==> src/rtl/lsu.sv <==
// Load/store unit: request/grant/rvalid data-RAM port, store lane steering, load extract/extend, timeout abort.
// Optional misaligned-access trap enabled by defining LSU_MISALIGN_TRAP_EN.
module lsu #(
  parameter int XLEN           = 32,
  parameter int TIMEOUT_CYCLES = 255
) (
  input  logic            clk_i,
  input  logic            rst_n_i,
  input  logic            lsu_ld_i,
  input  logic            lsu_st_i,
  input  logic [2:0]      lsu_size_i,
  input  logic [XLEN-1:0] lsu_addr_i,
  input  logic [XLEN-1:0] lsu_wr_data_i,
  output logic            lsu_stall_o,
  output logic            lsu_done_o,
  output logic [XLEN-1:0] lsu_rd_data_o,
  output logic            lsu_err_o,
  output logic            lsu_misalign_o,
  output logic            dram_req_o,
  output logic            dram_we_o,
  output logic [XLEN-1:0] dram_addr_o,
  output logic [3:0]      dram_be_o,
  output logic [XLEN-1:0] dram_wr_data_o,
  input  logic            dram_gnt_i,
  input  logic            dram_rvalid_i,
  input  logic [XLEN-1:0] dram_rd_data_i
);

  localparam int CW = $clog2(TIMEOUT_CYCLES + 1);

  typedef enum logic [1:0] {
    S_IDLE = 2'd0,
    S_REQ  = 2'd1,
    S_WAIT = 2'd2,
    S_DONE = 2'd3
  } state_t;

  state_t          r_state;
  logic [CW-1:0]   r_cnt;
  logic [2:0]      r_size;
  logic [1:0]      r_off;
  logic            r_we;
  logic            r_req;
  logic            r_done;
  logic            r_err;
  logic            r_misalign;
  logic [XLEN-1:0] r_addr;
  logic [3:0]      r_be;
  logic [XLEN-1:0] r_wdata;
  logic [XLEN-1:0] r_rd_data;

  logic [1:0]      w_off_eff;
  logic [3:0]      w_be;
  logic [XLEN-1:0] w_wdata;
  logic            w_misalign;
  logic            w_timeout;
  logic [XLEN-1:0] w_ld_data;
  logic            w_stall;

  // Shift the addressed lane down, then sign- or zero-extend by funct3; unused encodings act as LW.
  function automatic logic [31:0] ld_extend(input logic [2:0] f3, input logic [31:0] word,
                                            input logic [1:0] off);
    logic [31:0] sh;
    sh = word >> {off, 3'b000};
    case (f3)
      3'b000:  ld_extend = {{24{sh[7]}}, sh[7:0]};
      3'b001:  ld_extend = {{16{sh[15]}}, sh[15:0]};
      3'b100:  ld_extend = {24'h000000, sh[7:0]};
      3'b101:  ld_extend = {16'h0000, sh[15:0]};
      default: ld_extend = word;
    endcase
  endfunction

  // Request decode at accept time: aligned lane offset, byte enables, replicated write data.
  always_comb begin
    w_off_eff  = 2'b00;
    w_be       = 4'b1111;
    w_wdata    = lsu_wr_data_i;
    w_misalign = 1'b0;
    case (lsu_size_i[1:0])
      2'b00: begin
        w_off_eff = lsu_addr_i[1:0];
        w_be      = 4'b0001 << lsu_addr_i[1:0];
        w_wdata   = {4{lsu_wr_data_i[7:0]}};
      end
      2'b01: begin
        w_off_eff = {lsu_addr_i[1], 1'b0};
        w_be      = 4'b0011 << {lsu_addr_i[1], 1'b0};
        w_wdata   = {2{lsu_wr_data_i[15:0]}};
      end
      default: begin
        w_off_eff = 2'b00;
        w_be      = 4'b1111;
        w_wdata   = lsu_wr_data_i;
      end
    endcase
`ifdef LSU_MISALIGN_TRAP_EN
    if (lsu_size_i[1:0] == 2'b01) begin
      w_misalign = lsu_addr_i[0];
    end else if (lsu_size_i[1]) begin
      w_misalign = (lsu_addr_i[1:0] != 2'b00);
    end else begin
      w_misalign = 1'b0;
    end
`else
    w_misalign = 1'b0;
`endif
  end

  // Pipeline hold: asserted the moment a request appears in IDLE and while the access is outstanding.
  always_comb begin
    w_stall = 1'b0;
    if (r_state == S_IDLE) begin
      w_stall = lsu_ld_i | lsu_st_i;
    end else begin
      w_stall = (r_state == S_REQ) | (r_state == S_WAIT);
    end
  end

  assign w_timeout = (r_cnt == CW'(TIMEOUT_CYCLES - 1));
  assign w_ld_data = ld_extend(r_size, dram_rd_data_i, r_off);

  // Access sequencer; completion takes priority over timeout in the same cycle.
  always_ff @(posedge clk_i or negedge rst_n_i) begin
    if (!rst_n_i) begin
      r_state    <= S_IDLE;
      r_cnt      <= '0;
      r_size     <= 3'b000;
      r_off      <= 2'b00;
      r_we       <= 1'b0;
      r_req      <= 1'b0;
      r_done     <= 1'b0;
      r_err      <= 1'b0;
      r_misalign <= 1'b0;
      r_addr     <= '0;
      r_be       <= 4'b0000;
      r_wdata    <= '0;
      r_rd_data  <= '0;
    end else begin
      case (r_state)
        S_IDLE: begin
          if (lsu_ld_i || lsu_st_i) begin
            r_we    <= ~lsu_ld_i;
            r_size  <= lsu_size_i;
            r_off   <= w_off_eff;
            r_addr  <= {lsu_addr_i[XLEN-1:2], 2'b00};
            r_be    <= w_be;
            r_wdata <= w_wdata;
            r_cnt   <= '0;
            if (w_misalign) begin
              r_state    <= S_DONE;
              r_done     <= 1'b1;
              r_misalign <= 1'b1;
              r_rd_data  <= '0;
            end else begin
              r_state <= S_REQ;
              r_req   <= 1'b1;
            end
          end else begin
            r_state <= S_IDLE;
          end
        end
        S_REQ: begin
          r_cnt <= r_cnt + CW'(1);
          if (dram_gnt_i && r_we) begin
            r_state <= S_DONE;
            r_req   <= 1'b0;
            r_done  <= 1'b1;
          end else if (w_timeout) begin
            r_state   <= S_DONE;
            r_req     <= 1'b0;
            r_done    <= 1'b1;
            r_err     <= 1'b1;
            r_rd_data <= '0;
          end else if (dram_gnt_i) begin
            r_state <= S_WAIT;
            r_req   <= 1'b0;
          end else begin
            r_state <= S_REQ;
          end
        end
        S_WAIT: begin
          r_cnt <= r_cnt + CW'(1);
          if (dram_rvalid_i) begin
            r_state   <= S_DONE;
            r_done    <= 1'b1;
            r_rd_data <= w_ld_data;
          end else if (w_timeout) begin
            r_state   <= S_DONE;
            r_done    <= 1'b1;
            r_err     <= 1'b1;
            r_rd_data <= '0;
          end else begin
            r_state <= S_WAIT;
          end
        end
        S_DONE: begin
          r_state    <= S_IDLE;
          r_done     <= 1'b0;
          r_err      <= 1'b0;
          r_misalign <= 1'b0;
        end
        default: begin
          r_state    <= S_IDLE;
          r_req      <= 1'b0;
          r_done     <= 1'b0;
          r_err      <= 1'b0;
          r_misalign <= 1'b0;
        end
      endcase
    end
  end

  assign lsu_stall_o    = w_stall;
  assign lsu_done_o     = r_done;
  assign lsu_rd_data_o  = r_rd_data;
  assign lsu_err_o      = r_err;
  assign lsu_misalign_o = r_misalign;
  assign dram_req_o     = r_req;
  assign dram_we_o      = r_we;
  assign dram_addr_o    = r_addr;
  assign dram_be_o      = r_be;
  assign dram_wr_data_o = r_wdata;

endmodule
==> config.mk <==
export PLATFORM = sky130hd
export DESIGN_NAME = lsu
export DESIGN_NICKNAME = d
export VERILOG_FILES = /design/src/rtl/lsu.sv
export SDC_FILE = /design/constraint.sdc
export NUM_CORES = 1
export LEC_CHECK = 0
export ABC_CLOCK_PERIOD_IN_PS = 2550
export BUFFER_PORTS_ARGS = -buffer_cell sky130_fd_sc_hd__buf_4
export CAP_MARGIN = 25
export CELL_PAD_IN_SITES_DETAIL_PLACEMENT = 0
export CELL_PAD_IN_SITES_GLOBAL_PLACEMENT = 2
export CORE_MARGIN = 2
export CORE_UTILIZATION = 30
export CTS_CLUSTER_SIZE = 30
export DETAILED_ROUTE_END_ITERATION = 6
export PLACE_DENSITY_LB_ADDON = 0.1
export SLEW_MARGIN = 20
export SYNTH_ARGS = -nofsm -noshare
export SYNTH_HDL_FRONTEND = slang
export SYNTH_SLANG_ARGS = --single-unit
==> constraint.sdc <==
create_clock -name clk_i -period 2.55 [get_ports clk_i]
set_input_delay 0.51 -clock clk_i [delete_from_list [all_inputs] [get_ports clk_i]]
set_output_delay 0.51 -clock clk_i [all_outputs]
set_load 0.01 [all_outputs]
==> impl_metrics.yaml, run 1 <==
run_status:
  status: "finished, final reports clean"
critical_path:
  crit_type: "reg2out"
  critical_path.max_stage_delay_ns: 0.42
  crit_family: "flip-flops"
  required_ns: 2.04
  r2r_end: "lsu_rd_data_o[28]"
  reg2reg_depth: 5
  critPathSlowestCell: "dfrtp_1"
  start_kind: "flip-flop"
  end_kind: "primary output"
  cp_max_fo: 9
  rrSetupSlack_ns: 0.35
  cp.arrival_ns: 1.88
  critPathBufInv: 2
  r2r_start: "r_state[0]"
  worstPathCellList: "inv_1 > ha_1 > nor2_2 > nor2_1 > buf_4"
  critPathLaunch: "r_state[0]"
worst_hold_path:
  hold_depth: 2
  holdPathEnd: "dram_addr_o[17]"
  hold_start: "lsu_addr_i[17]"
  min_path_type: "in2reg"
sta:
  fin_skew_ns: 0.0104
  finalHoldViolations: 0
  fin_crit_sh_pct: 93.8
  setup-violations-final: 0
  fmax_ghz: 0.418
  tightestPinTransition_ns: 0.806
  hold-worst-slack_ns: 0.322
  setup_tns_ns: 0
  rsz0062_at_grt: "false"
  max_slew_margin_pct: 46.0
  drv_slew: 0
  period_needed_ns: 2.39
die:
  ios: 211
  dieWidth_um: 139
  dieArea_um2: 19400
  die_y_um: 139
  start_util_pct: 30.6
  core-area_um2: 18000
  fp-row-count: 49
placement:
  portBuffers: 207
  place_inst: 900
  gp_congestion: 0.749
  place_hpwl_um: 11300
  placed_area_um2: 7290
clock_tree:
  cts.sinks: 117
  clockRootBuffer: "clkbuf_16"
  cts_tree: "done"
  clkTransAtPathRegs_ns: 0.06
  post_cts_buffers: 0
  clock_path_buffers: 2
  cts_inserted_buffers: 17
  clk_latency_ns: 0.42
  h-tree-depth: 4
logic_synthesis:
  ys_ff_latch: 117
  syn_inst: 487
  synth-edff-count: 0
  synth_warnings: 0
  synth_cell_types: 49
  synth_area_leaders: "dfrtp_1 (53%), mux2_2 (8.4%), mux2i_1 (6.2%)"
  ys.flop_type: "dfrtp_1"
  yosysMostFrequentCell: "dfrtp_1"
  synth_seq_area_share_pct: 53.3
  syn_area_um2: 5500
  synth_top_area_cell: "dfrtp_1"
  netlist_top_cells_count: "dfrtp_1 (117), o21ai_0 (52), nand2_1 (44)"
  synth-async-reset-ratio_pct: 100
  syn_area_per_cell_um2: 11.3
  synth_top_area_share_pct: 53.3
final_layout:
  syn_to_final_growth_pct: 43.6
  final_nets: 803
  design_area_um2: 7900
  fillers: 1742
  post-route-util_pct: 44.0
  diodes: 0
  drive_above_1_share_pct: 43.4
  instances_no_fill: 934
job:
  max-cap-violations: 0
global_routing:
  grt_first_pass_wirelength_um: 25400
  grt_max_degree: 59
  antenna_found_initial: 0
  grt_use_total_pct: 16.5
  grt.overflow.total: 0
  grt_pass1_vias: 4661
detailed_routing:
  num_vias: 4454
  drtAntennaViolNets: 0
  firstDrtPassIters: 4
  viasPerCell: 4.77
  post_drt_wl_per_cell_um: 16.6
  initialDrtViolationCount: 180
  drc: 0
  routed_wl_um: 15500
pwr:
  power_density_nw_per_um2: 1220
  ir_drop_mv: 0.590
  leakagePower_nw: 3.68
power by group:
part | total [mW] | switching (mW) | internal (mW) | leakage [nW]
sequential | 3.34 | 0.610 | 2.73 | 1.44
combinational | 4.05 | 1.87 | 2.18 | 1.97
clock | 2.27 | 0.921 | 1.35 | 0.267
total | 9.66 | 3.40 | 6.26 | 3.68
cells by family after synthesis:
kind of cell               Yosys count  share of synthesized area [%]
and+or+nand+nor                    117                           10.9
muxes                               77                           15.1
other                                1                         0.0682
xor gates and xnor gates             6                          0.956
adders and majority gates            6                           1.37
buffers and inverters               41                           3.62
DFF                                117                           53.3
AOI/OAI and AO/OA                  122                           14.7
how the worst max path moves through the flow:
stage	endpoint	slack [ns]	cells past startpoint
after CTS	lsu_stall_o	0.11	5
after floorplan	lsu_stall_o	0.71	6
after global placement	dram_addr_o[5]	0.32	4
after global routing	lsu_stall_o	0.04	5
after detailed placement	dram_addr_o[20]	0.28	4
final	lsu_stall_o	0.16	5
cell usage in the layout, fill, tap and decap left out, types with 19 or more instances in the layout:
cell and count:
o21ai_0 52, a21oi_1 27, nand2b_1 19, mux2i_1 34
mux2_2 41, dfrtp_1 117, buf_4 214, nand2_1 44
nor2_1 23
metal layers:
layer	share of wire (%)	GRT usage, %	wire (µm)
met5	0	0	0
met4	1.7	6.70	265
met2	46	24.7	7070
met3	8.3	6.64	1290
met1	44	21.3	6890
layout make-up:
cell class | instances | area (µm²) | area share (%)
timing repair buffer | 219 | 1700 | 21.6
inverter | 6 | 22.5 | 0.285
sequential | 117 | 2930 | 37.1
clock inverter | 14 | 129 | 1.63
multi-input combinational | 331 | 2400 | 30.3
clock buffer | 18 | 429 | 5.44
tap | 229 | 287 | 3.63
sequential cells by signal (all words and copies together), names as in the netlist, named ones only:
name	count
r_size	3
lsu_err_o	1
lsu_rd_data_o	32
dram_wr_data_o	32
lsu_done_o	1
dram_req_o	1
r_state	1
dram_we_o	1
dram_addr_o	30
r_off	2
r_cnt	8
dram_be_o	4
repair_timing:
action / CTS / global route
hold endpoints to repair: 22 / 0
pin swaps: 0 / 0
endpoints found under the setup margin: 1 / 1
hold buffers: 1 / 0
gates resized for setup: 1 / 1
per-stage QoR:
step	setup slack, ns	total power, mW
floorplan	0.714	5.43
global placement	0.322	7.38
detailed placement	0.279	7.44
CTS	0.108	9.77
global route	0.0416	10.3
finish	0.158	9.66
Power figures use the tool's default switching activity.
==> run 2: changes to the inputs <==
--- a/config.mk
+++ b/config.mk
@@ -5,13 +5,13 @@
 export SDC_FILE = /design/constraint.sdc
 export NUM_CORES = 1
 export LEC_CHECK = 0
-export ABC_CLOCK_PERIOD_IN_PS = 2550
+export ABC_CLOCK_PERIOD_IN_PS = 2000
 export BUFFER_PORTS_ARGS = -buffer_cell sky130_fd_sc_hd__buf_4
 export CAP_MARGIN = 25
 export CELL_PAD_IN_SITES_DETAIL_PLACEMENT = 0
 export CELL_PAD_IN_SITES_GLOBAL_PLACEMENT = 2
 export CORE_MARGIN = 2
-export CORE_UTILIZATION = 30
+export CORE_UTILIZATION = 27
 export CTS_CLUSTER_SIZE = 30
 export DETAILED_ROUTE_END_ITERATION = 6
 export PLACE_DENSITY_LB_ADDON = 0.1
==> constraint.sdc (replaced) <==
create_clock -name clk_i -period 2 [get_ports clk_i]
set_input_delay 0.4 -clock clk_i [delete_from_list [all_inputs] [get_ports clk_i]]
set_output_delay 0.4 -clock clk_i [all_outputs]
set_load 0.01 [all_outputs]
==> run 2 against run 1 <==
Net effect:
- clock skew down 0.0031 ns
- power grew 32%
- flip-flop and latch count did not move
- sequential power increased by 26%
- clock power increased by 35%
- via count up 2.1%
- setup slack got worse by 0.085 ns
- sequential share of layout area down 1.0 points
- global-route usage fell by 0.76 points
- first-iteration DRC count up 3.3%
- design area rose by 2.9%
- largest cell class unchanged
- largest power group unchanged
- highest routed layer unchanged
==> impl_metrics.yaml, run 2 (synthesized netlist as in run 1, its figures left out) <==
run_status:
  status: "finished, final reports clean"
worst_hold_path:
  hold_depth: 2
  hold_start: "lsu_addr_i[17]"
  holdPathEnd: "dram_addr_o[17]"
  min_path_type: "in2reg"
final_layout:
  final_common_cell: "buf_4"
  drive_above_1_share_pct: 45.3
  instances_no_fill: 988
  multi_input_area_um2: 2420
  post-route-util_pct: 40.4
  design_area_um2: 8120
  diodes: 0
  syn_to_final_growth_pct: 47.8
  seqCellArea_um2: 2930
  fillers: 2002
  final_nets: 816
  layout_common_cells: "buf_4 (224), dfrtp_1 (117), o21ai_0 (52), nand2_1 (44), mux2_2 (41)"
sta:
  fin_crit_sh_pct: 96.3
  setup_tns_ns: 0
  fmax_ghz: 0.519
  fin_ws_ns: 0.0733
  hold-worst-slack_ns: 0.216
  period_needed_ns: 1.93
  fin_skew_ns: 0.00730
  setup-violations-final: 0
  finalHoldViolations: 0
  drv_slew: 0
detailed_routing:
  wl_met1_um: 7060
  num_vias: 4546
  drc: 0
  wl_met2_um: 7500
  firstDrtPassIters: 4
  drtAntennaViolNets: 0
  top_layer_used: "met4"
  initialDrtViolationCount: 186
  post_drt_wl_per_cell_um: 16.5
  viasPerCell: 4.60
  routed_wl_um: 16300
  wl_met3_um: 1550
critical_path:
  reg2reg_depth: 7
  crit_type: "reg2out"
  r2r_end: "lsu_rd_data_o[19]"
  start_kind: "flip-flop"
  worstPathCellList: "inv_2 > ha_4 > nor3b_2 > buf_4 > nor2_1 > buf_4"
  rrSetupSlack_ns: 0.17
  end_kind: "primary output"
  critPathSlowestCell: "dfrtp_1"
  required_ns: 1.60
  cp.arrival_ns: 1.53
  cp_max_fo: 3
  critical_path.max_stage_delay_ns: 0.38
  r2r_start: "r_state[0]"
  crit_path_frequent_cell: "buf_4"
pwr:
  power_mw: 12.7
  power_density_nw_per_um2: 1570
  ir_drop_mv: 0.677
  leakagePower_nw: 3.77
placement:
  pre_cts_slack_ns: 0.0389
  place_hpwl_um: 12100
  place_inst: 949
  portBuffers: 207
  placed_area_um2: 7440
  gp_congestion: 0.770
clock_tree:
  clock_path_buffers: 2
  clkTransAtPathRegs_ns: 0.06
  clk_latency_ns: 0.41
  cts_inserted_buffers: 17
  h-tree-depth: 4
  clockRootBuffer: "clkbuf_16"
  cts_tree: "done"
  cts.sinks: 117
die:
  fp-row-count: 52
  start_util_pct: 27.3
  dieArea_um2: 21500
  dieWidth_um: 147
  core-area_um2: 20100
  ios: 211
  die_y_um: 147
global_routing:
  grt_pass1_vias: 4863
  grt_first_pass_wirelength_um: 26700
  grt.overflow.total: 0
  antenna_found_initial: 0
  grt_use_total_pct: 15.7
  grt_max_degree: 50
job:
  max-cap-violations: 0
==> run 2: cell count changes in the layout (fill, tap and decap cells not counted), moves of 2 or more <==
cell,delta
buf_12,+3
inv_2,+2
inv_1,-2
buf_4,+10
==> run 2: how the worst max path moves through the flow <==
stage / from / endpoint / slack, ns / cells past startpoint
floorplan: r_state[0] / dram_addr_o[10] / 0.17 / 7
global placement: r_state[0] / lsu_stall_o / 0.06 / 5
detailed placement: r_state[0] / lsu_stall_o / 0.04 / 5
CTS: flip-flop / lsu_stall_o / 0.008 / 6
global route: flip-flop / lsu_stall_o / -0.001 / 6
finish: flip-flop / lsu_stall_o / 0.07 / 6
==> run 2: layer usage <==
metal	GRT usage, %	up-vias
met5	0	-
met4	5.10	0
met3	7.12	14
met2	24.4	147
met1	19.5	2210
li1	-	2175
==> run 2: what timing repair did <==
item                                    in CTS  in global routing
endpoints found under the setup margin       1                 23
setup buffers                                5                  1
endpoints found under the hold margin       17                  0
hold buffers                                 1                  0
gates resized for setup                      6                  4
pin swaps                                    2                  0
==> run 2: cell type report <==
class                           count  area share (%)
Sequential cell                   117            36.0
Tap cell                          270            4.16
Inverter                            6           0.277
Clock inverter                     14            1.88
Clock buffer                       18            5.41
Timing Repair Buffer              232            22.4
Multi-Input combinational cell    331            29.8
==> run 2: worst max-delay path: cells and delay by family (launching register included) <==
family | cells | cell delay [ns]
simple gates | 2 | 0.24
buf+inv | 3 | 0.33
fa+ha+maj | 1 | 0.16
flops | 1 | 0.38
==> run 2: power by group <==
group	switching (mW)	leakage (nW)	internal, mW
Clock	1.19	0.279	1.88
Combinational	2.51	2.05	2.93
Sequential	0.722	1.44	3.48
Total	4.42	3.77	8.29
